===== src/rtl/spi_master_ss.sv =====
// rtl/spi_master_ss.sv - word-oriented SPI master with fixed CPOL/CPHA/SCK rate
// Optional slave-select generation with setup/hold guards: define SPI_MASTER_SS_EN.
module spi_master_ss #(
  parameter int WID               = 24,
  parameter int WID_LEN           = 5,
  parameter int CYCLE_HALF_WAIT   = 1,
  parameter int TIMER_WID         = 3,
  parameter bit POLARITY          = 1'b0,
  parameter bit PHASE             = 1'b0,
  parameter int SS_WAIT           = 1,
  parameter int SS_WAIT_TIMER_WID = 2
) (
  input  logic           clk,
  input  logic           rst_L,
  input  logic           arm,
  output logic           finished,
  output logic           ready,
  input  logic [WID-1:0] to_slave,
  output logic [WID-1:0] from_slave,
  output logic           sck_wire,
  output logic           mosi_wire,
  input  logic           miso_wire
`ifdef SPI_MASTER_SS_EN
  ,
  output logic           ss_L
`endif
);

  if ((2 ** WID_LEN) <= WID || (2 ** TIMER_WID) <= CYCLE_HALF_WAIT ||
      (2 ** SS_WAIT_TIMER_WID) <= SS_WAIT) begin : g_bad_cfg
    $error("spi_master_ss: counter widths too small for configuration");
  end

  typedef enum logic [2:0] {
    IDLE,
`ifdef SPI_MASTER_SS_EN
    SS_SETUP,
    SS_HOLD,
`endif
    SHIFT,
    WAIT_DISARM
  } state_t;

`ifdef SPI_MASTER_SS_EN
  localparam state_t AFTER_IDLE  = SS_SETUP;
  localparam state_t AFTER_SHIFT = SS_HOLD;
`else
  localparam state_t AFTER_IDLE  = SHIFT;
  localparam state_t AFTER_SHIFT = WAIT_DISARM;
`endif

  localparam logic [TIMER_WID-1:0] HALF_LAST = TIMER_WID'(CYCLE_HALF_WAIT);
  localparam logic [TIMER_WID-1:0] HALF_ONE  = TIMER_WID'(1);
  localparam logic [WID_LEN:0]     TOG_LAST  = (WID_LEN+1)'(2 * WID);
  localparam logic [WID_LEN:0]     TOG_FINAL = (WID_LEN+1)'(2 * WID - 1);
  localparam logic [WID_LEN:0]     TOG_ONE   = (WID_LEN+1)'(1);

  state_t               state, state_n;
  logic [TIMER_WID-1:0] half_timer;
  logic [WID_LEN:0]     tog_cnt;
  logic [WID-1:0]       tx_sr, rx_sr;
  logic                 accept, sck_edge, shift_done, leading, enter_wait;
  logic                 ss_done;

  assign accept     = (state == IDLE) && arm;
  assign sck_edge   = (state == SHIFT) && (tog_cnt != TOG_LAST) && (half_timer == HALF_LAST);
  assign shift_done = (state == SHIFT) && (tog_cnt == TOG_LAST);
  assign leading    = (sck_wire == POLARITY);
  assign enter_wait = (state != WAIT_DISARM) && (state_n == WAIT_DISARM);
  assign ready      = (state == IDLE);
  assign finished   = (state == WAIT_DISARM);

`ifdef SPI_MASTER_SS_EN
  localparam logic [SS_WAIT_TIMER_WID-1:0] SS_LAST = SS_WAIT_TIMER_WID'(SS_WAIT);
  localparam logic [SS_WAIT_TIMER_WID-1:0] SS_ONE  = SS_WAIT_TIMER_WID'(1);
  logic [SS_WAIT_TIMER_WID-1:0] ss_timer;

  assign ss_done = (ss_timer == SS_LAST);

  always_ff @(posedge clk) begin
    if (!rst_L) begin
      ss_L     <= 1'b1;
      ss_timer <= '0;
    end else begin
      if (accept) ss_L <= 1'b0;
      if (state == SS_SETUP || state == SS_HOLD) begin
        if (ss_done) begin
          ss_timer <= '0;
          if (state == SS_HOLD) ss_L <= 1'b1;
        end else begin
          ss_timer <= ss_timer + SS_ONE;
        end
      end
    end
  end
`else
  assign ss_done = 1'b0;
`endif

  always_ff @(posedge clk) begin
    if (!rst_L) state <= IDLE;
    else        state <= state_n;
  end

  always_comb begin
    state_n = state;
    case (state)
      IDLE:        if (arm) state_n = AFTER_IDLE;
`ifdef SPI_MASTER_SS_EN
      SS_SETUP:    if (ss_done) state_n = SHIFT;
      SS_HOLD:     if (ss_done) state_n = WAIT_DISARM;
`endif
      SHIFT:       if (shift_done) state_n = AFTER_SHIFT;
      WAIT_DISARM: if (!arm) state_n = IDLE;
      default:     state_n = IDLE;
    endcase
  end

  // Sampling edge is leading for PHASE=0 and trailing for PHASE=1; driving is the other one.
  always_ff @(posedge clk) begin
    if (!rst_L) begin
      sck_wire   <= POLARITY;
      mosi_wire  <= 1'b0;
      from_slave <= '0;
      tx_sr      <= '0;
      rx_sr      <= '0;
      half_timer <= '0;
      tog_cnt    <= '0;
    end else begin
      if (accept) begin
        tx_sr      <= PHASE ? to_slave : {to_slave[WID-2:0], 1'b0};
        if (!PHASE) mosi_wire <= to_slave[WID-1];
        rx_sr      <= '0;
        half_timer <= '0;
        tog_cnt    <= '0;
      end
      if (sck_edge) begin
        half_timer <= '0;
        sck_wire   <= ~sck_wire;
        tog_cnt    <= tog_cnt + TOG_ONE;
        if (leading != PHASE) begin
          rx_sr <= {rx_sr[WID-2:0], miso_wire};
        end else if (PHASE || tog_cnt != TOG_FINAL) begin
          mosi_wire <= tx_sr[WID-1];
          tx_sr     <= {tx_sr[WID-2:0], 1'b0};
        end
      end else if (state == SHIFT && !shift_done) begin
        half_timer <= half_timer + HALF_ONE;
      end
      if (enter_wait) begin
        from_slave <= rx_sr;
        mosi_wire  <= 1'b0;
      end
    end
  end

endmodule


===== config.mk =====
export PLATFORM = sky130hd
export DESIGN_NAME = spi_master_ss
export DESIGN_NICKNAME = d
export VERILOG_FILES = /design/src/rtl/spi_master_ss.sv
export SDC_FILE = /design/constraint.sdc
export NUM_CORES = 1
export LEC_CHECK = 0
export ABC_AREA = 1
export BUFFER_PORTS_ARGS = -buffer_cell sky130_fd_sc_hd__buf_4
export CORE_MARGIN = 2
export CORE_UTILIZATION = 55
export DETAILED_ROUTE_END_ITERATION = 8
export PLACE_DENSITY = 0.85
export SETUP_SLACK_MARGIN = 0.05
export SLEW_MARGIN = 0
export SYNTH_ARGS = -nofsm -noshare
export SYNTH_HDL_FRONTEND = slang
export SYNTH_SLANG_ARGS = --single-unit

===== constraint.sdc =====
create_clock -name clk -period 1.98 [get_ports clk]
set_input_delay 0.099 -clock clk [delete_from_list [all_inputs] [get_ports clk]]
set_output_delay 0.099 -clock clk [all_outputs]
set_load 0.05 [all_outputs]

## Word level (Yosys, flattened, before mapping)

Index checks and enable logic that the tools add are counted.

- Bits in registers: 86
- Output and inout bits: 28

- Multiplexer cells: 19
- Add/subtract/negate cells: 2
- Reduce and logical (&&, ||, !) cells: 12
- Bitwise logic cells: 2
- Equality and inequality tests: 8

Operators by type and width:

| kind | count |
|---|---|
| 2-to-1 mux 24 bit | 7 |
| 2-to-1 mux 3 bit | 5 |
| 2-to-1 mux 6 bit | 2 |
| inequality test 6 bit, second input constant | 2 |
| case mux 3 bit (3 select lines) | 1 |
| adder 6 x 1 -> 6 bit, second input constant | 1 |
| == test 3 x 1 -> 1 bit, second input constant | 2 |
| == test 3 x 2 -> 1 bit, second input constant | 2 |
| == test 6 bit, second input constant | 1 |
| logical AND 1 bit | 6 |
| 2-to-1 mux 1 bit | 4 |
| nonzero test 2 bit | 2 |
| OR reduction 2 bit | 2 |
| adder 3 x 1 -> 3 bit, second input constant | 1 |
| zero test 3 bit | 1 |
| inequality test 3 x 2 -> 1 bit, second input constant | 1 |
| NOT 1 bit | 2 |
| zero test 1 bit | 1 |

## Longest topological paths before layout

- Word-level depth: 7
- Depth in mapped cells: 10
- Mapped depth without buffers: 9

## Worst setup path after synthesis

OpenSTA, ideal clock, no wires.

- Kind: reg2reg
- Start point: register state[1]
- End point: register state[1]
- Setup slack: -69 ps
- Cell stages (with the launch flop): 6
- Path buffers: 1
- Clock period less this slack: 2,049 ps
- Data arrival time: 1,978 ps
- Cells stage by stage: dfxtp_1 > inv_2 > clkbuf_1 > nor3_1 > nand2_1 > a21oi_1

- Elaborated cells on any way between the ends: 8
- Those cells by class: 2 x eq/ne; 4 x mux; 2 x reduce/logical

RTL lines:

| what | line | source |
|---|---|---|
| from (decl) | 58 | `state_t state, state_n;` |
| from (signal assigned) | 102 | `else state <= state_n;` |
| == test 3 x 2 -> 1 bit | n/a |  |
| net finished | 16 | `output logic finished,` |
| case mux 3 bit (3 select lines) | 107 | `case (state)` |

The timed path passes the listed nets, and every way through them passes these cells.
A chain may end at the register's enable or synchronous reset.

## Worst setup path after layout

- Start point: register tog_cnt[0]
- End point: register tx_sr[7]

- Longest elaborated chain between the ends: 4
- Elaborated cells on any way between the ends: 7
- Those cells by class: 2 x eq/ne; 3 x mux; 2 x reduce/logical

Ends and longest elaborated chain:

| what | line | source |
|---|---|---|
| from (decl) | 60 | `logic [WID_LEN:0] tog_cnt;` |
| from (signal assigned) | 140 | `tog_cnt <= tog_cnt + TOG_ONE;` |
| inequality test 6 bit, on equally long branches | 143, 66 |  |
| 2-to-1 mux 24 bit or logical AND 1 bit (tied branches) | 143, 66 |  |
| 2-to-1 mux 24 bit or logical AND 1 bit (tied branches) | 141, 66 |  |
| 2-to-1 mux 24 bit * | 137 | `if (sck_edge) begin` |
| to (signal assigned) | 131 | `tx_sr <= PHASE ? to_slave : {to_slave[WID-2:0], 1'b0};` |
| to (signal assigned) | 145 | `tx_sr <= {tx_sr[WID-2:0], 1'b0};` |
| to (decl) | 61 | `logic [WID-1:0] tx_sr, rx_sr;` |

Every way passes the cells marked *; elsewhere a longest branch is shown, timed or not.

==> impl_metrics.xml <==
<?xml version="1.0" encoding="UTF-8"?>
<metrics>
  <group name="outcome">
    <metric name="outcome" unit="">finished, final reports clean</metric>
  </group>
  <group name="setup_path">
    <metric name="path_cells" unit="">ha_1 &gt; nand3_1 &gt; nor2_1 &gt; nor2_1 &gt; nand3_4 &gt; nand2_1 &gt; nand2_1 &gt; nor2_1</metric>
    <metric name="critical_path.most_common_cell" unit="">sky130_fd_sc_hd__nor2_1</metric>
    <metric name="r2r-end" unit="">tx_sr[7]$_SDFF_PN0_</metric>
    <metric name="cp_max_fo" unit="">46</metric>
    <metric name="critical_path.slowest_cell" unit="">sky130_fd_sc_hd__nand3_4</metric>
    <metric name="critPathRequiredTime" unit="ps">2280</metric>
    <metric name="ff2ff_setup_slack" unit="ps">200</metric>
    <metric name="cp_data_arrival_time" unit="ps">2080</metric>
    <metric name="r2r_cells" unit="">8</metric>
    <metric name="timing.critical_path.slowest_cell_delay" unit="ps">400</metric>
    <metric name="criticalPathCategory" unit="">reg -&gt; reg</metric>
    <metric name="worst_setup_path_start_kind" unit="">flop</metric>
    <metric name="crit_path_end_kind" unit="">flop</metric>
    <metric name="worstReg2RegStart" unit="">tog_cnt[0]$_SDFFE_PN0P_</metric>
  </group>
  <group name="synthesis">
    <metric name="postSynthAreaPerCell" unit="sq um">6.587</metric>
    <metric name="synth-seq-cells" unit="">86</metric>
    <metric name="ys_async_sr_fraction" unit="">0</metric>
    <metric name="synth_edf_count" unit="">0</metric>
    <metric name="post-synth-top-count-cell" unit="">sky130_fd_sc_hd__nand2_1</metric>
    <metric name="synth_seq_area_share" unit="">0.4116</metric>
    <metric name="netlist_area" unit="sq um">4183</metric>
    <metric name="synth_top_cells_by_count" unit="">sky130_fd_sc_hd__nand2_1, sky130_fd_sc_hd__nor2_1, sky130_fd_sc_hd__dfxtp_1, sky130_fd_sc_hd__nand3_1, sky130_fd_sc_hd__a21oi_1</metric>
    <metric name="synthDominantAreaCellType" unit="">sky130_fd_sc_hd__dfxtp_1</metric>
    <metric name="netlist_cell_types" unit="">26</metric>
    <metric name="synthesis.instances" unit="">635</metric>
    <metric name="yosys-top-cells-area" unit="">sky130_fd_sc_hd__dfxtp_1, sky130_fd_sc_hd__nand2_1, sky130_fd_sc_hd__nor2_1, sky130_fd_sc_hd__nand3_1, sky130_fd_sc_hd__a21oi_1</metric>
    <metric name="synth_fp_nets" unit="">667</metric>
    <metric name="synthDominantCellAreaShare" unit="">0.4116</metric>
    <metric name="synthFlopType" unit="">sky130_fd_sc_hd__dfxtp_1</metric>
    <metric name="yosys_warnings" unit="">0</metric>
  </group>
  <group name="layout">
    <metric name="drive_gt1_frac" unit="">0.1513</metric>
    <metric name="insertedDiodeCount" unit="">0</metric>
    <metric name="fin_nets" unit="">701</metric>
    <metric name="multi_input_comb_area" unit="sq um">2068</metric>
    <metric name="ff_latch_area" unit="sq um">1723</metric>
    <metric name="filler_cell_count" unit="">680</metric>
    <metric name="syn_to_final_growth" unit="%">14.36</metric>
  </group>
  <group name="sta">
    <metric name="fin_hold_ws" unit="ps">99.95</metric>
    <metric name="final-setup-viol-count" unit="">0</metric>
    <metric name="period_needed" unit="ps">1780</metric>
    <metric name="rsz_0062_raised_after_global_routing" unit="">true</metric>
    <metric name="timing_max_transition_violations_final" unit="">0</metric>
    <metric name="setup-tns-final" unit="ps">0</metric>
    <metric name="number_of_hold_violations_in_the_final_report" unit="">0</metric>
    <metric name="slew-limit-headroom" unit="">0.6583</metric>
    <metric name="post-route-worst-setup-slack" unit="ps">200.2</metric>
    <metric name="worst_slew_pin_slew" unit="ps">511.7</metric>
    <metric name="fin_skew" unit="ps">8.794</metric>
    <metric name="final.period_utilization" unit="">0.8989</metric>
    <metric name="max_clock_freq" unit="MHz">561.9</metric>
  </group>
  <group name="global_routing">
    <metric name="initial_antenna_violation_count" unit="">0</metric>
    <metric name="global_route.usage.total" unit="">0.2259</metric>
    <metric name="grt_first_pass_wirelength" unit="microns">15770</metric>
    <metric name="first_global_vias" unit="">3540</metric>
    <metric name="grt_overflow" unit="">0</metric>
    <metric name="largest_net_degree_at_the_start_of_global_routing" unit="">47</metric>
  </group>
  <group name="place">
    <metric name="globalplace.congestion" unit="">0.7777</metric>
    <metric name="detailed_place_hpwl" unit="microns">5867</metric>
    <metric name="dp_worst_setup_slack" unit="ps">180.4</metric>
    <metric name="io_buffer_count" unit="">55</metric>
  </group>
  <group name="clocking">
    <metric name="clockRootBuffer" unit="">sky130_fd_sc_hd__clkbuf_8</metric>
    <metric name="numCtsBuffers" unit="">9</metric>
    <metric name="worst_skew_pair.late_latency" unit="ps">360</metric>
    <metric name="post-cts-setup-buffers" unit="">0</metric>
    <metric name="cts_tree" unit="">done</metric>
    <metric name="clk_transition_reported_paths" unit="ps">90</metric>
    <metric name="cts_max_path_buffers" unit="">2</metric>
    <metric name="cts.sink_count" unit="">86</metric>
    <metric name="htreeDepth" unit="">3</metric>
  </group>
  <group name="drt">
    <metric name="wl_final" unit="microns">9146</metric>
    <metric name="drt_first_iter_violations" unit="">284</metric>
    <metric name="vias" unit="">3979</metric>
    <metric name="detail_route.vias_per_cell" unit="">5.147</metric>
    <metric name="drt_pass1_iterations" unit="">4</metric>
    <metric name="average_routed_wire_per_standard_cell" unit="microns">11.83</metric>
    <metric name="drc" unit="">0</metric>
    <metric name="detail_route_antenna_nets" unit="">0</metric>
  </group>
  <group name="min_path">
    <metric name="hold_path_end" unit="">rx_sr[0]$_SDFF_PN0_</metric>
    <metric name="worstHoldPathCells" unit="">5</metric>
    <metric name="timing.hold.worst.class" unit="">in -&gt; reg</metric>
    <metric name="beginning_of_the_worst_hold_path" unit="">miso_wire</metric>
  </group>
  <group name="floorplan">
    <metric name="dieArea" unit="sq um">8318</metric>
    <metric name="fp.dieH" unit="microns">91.21</metric>
    <metric name="number_of_top_level_pins" unit="">56</metric>
    <metric name="die_w" unit="microns">91.21</metric>
    <metric name="initial_utilization" unit="">0.5736</metric>
    <metric name="design.core.area" unit="sq um">7292</metric>
    <metric name="core.rowCount" unit="">31</metric>
  </group>
  <group name="power">
    <metric name="p_leak" unit="nW">2.379</metric>
    <metric name="power.density_cell_area" unit="nW/um^2">669.2</metric>
    <metric name="ir_worst_vdd" unit="V">0.0004356</metric>
  </group>
  <group name="flow_run">
    <metric name="drv_cap" unit="">0</metric>
  </group>
</metrics>
## sequential cells by signal, summed over array words and instances, names as in the netlist
signal and flops:
tog_cnt 6, mosi_wire 1, rx_sr 24, state 3, tx_sr 24, half_timer 3, from_slave 24, sck_wire 1
## worst max path at each step
| stage | start | to | slack (ps) | cells past startpoint |
|---|---|---|---|---|
| after CTS | tog_cnt[0]$_SDFFE_PN0P_ | tx_sr[7]$_SDFF_PN0_ | 170 | 8 |
| final | tog_cnt[0]$_SDFFE_PN0P_ | tx_sr[7]$_SDFF_PN0_ | 200 | 8 |
| after detailed placement | tog_cnt[0]$_SDFFE_PN0P_ | tx_sr[22]$_SDFF_PN0_ | 180 | 8 |
| after global routing | tog_cnt[0]$_SDFFE_PN0P_ | tx_sr[7]$_SDFF_PN0_ | -20 | 8 |
| after global placement | tog_cnt[0]$_SDFFE_PN0P_ | tx_sr[11]$_SDFF_PN0_ | 260 | 7 |
| after floorplan | sck_wire$_SDFFE_PN0P_ | tx_sr[15]$_SDFF_PN0_ | 290 | 7 |
## metal layers
| layer | vias up | share of wire | GRT usage |
|---|---|---|---|
| met5 | - | 0 | 0 |
| met4 | 0 | 0.0077 | 0.06566 |
| met3 | 7 | 0.071 | 0.05228 |
| met2 | 121 | 0.46 | 0.3747 |
| met1 | 1775 | 0.46 | 0.2941 |
| li1 | 2076 | - | - |
## through the flow
step	util	instance area [sq um]	instances	power (mW)
2_1_floorplan	-	4188	635	1.977
3_3_place_gp	0.6292	4588	757	2.051
3_5_place_dp	0.6292	4588	757	2.056
4_1_cts	0.6555	4780	773	3.215
5_1_grt	0.6560	4783	773	3.322
6_report	0.6560	4783	773	3.201
## logic make-up after synthesis
kind of cell	synth area share
XOR/XNOR	0.004189
AO/OA/AOI/OAI	0.07957
other	0.0008965
AND/OR/NAND/NOR	0.3960
buffers and inverters	0.09572
flip-flops	0.4116
adder cells (fa/ha/maj)	0.01197
## layout by cell type, fill, tap and decap left out, drive strengths merged
cell	Yosys	layout
buf	32	66
xor2	2	2
nor3	1	1
ha	4	4
clkbuf	11	11
nand2	192	192
nor2	110	110
o21ai	30	30
clkinv	10	10
clkinvlp	0	3
dfxtp	86	86
nand3	61	61
conb	1	1
inv	35	37
nand4	24	24
a21boi	1	1
a21oi	35	35
## power by group
part | total (mW) | switching (mW) | internal (mW)
Sequential | 1.77 | 0.0163 | 1.75
Combinational | 0.246 | 0.149 | 0.0972
Clock | 1.18 | 0.651 | 0.533
Total | 3.20 | 0.816 | 2.38
## worst max-delay path: cells and delay by family, from the launching register on
| family | cells | cell delay [ps] |
|---|---|---|
| and+or+nand+nor | 7 | 1150 |
| adders and majority gates | 1 | 220 |
| DFF | 1 | 350 |
## final cells by class
class                   count  area share
repair buffers             66      0.1062
multi-input cells         461      0.4324
inverters                  45     0.03531
flip-flops and latches     86      0.3602
clock buffers              11     0.03165
clock inverters             5    0.008370
well taps                  99     0.02590
## what timing repair did
action | CTS | global route
setup endpoints to repair | 0 | 23
resized for setup | 0 | 2
hold buffers | 0 | 0
Power figures use the tool's default switching activity.
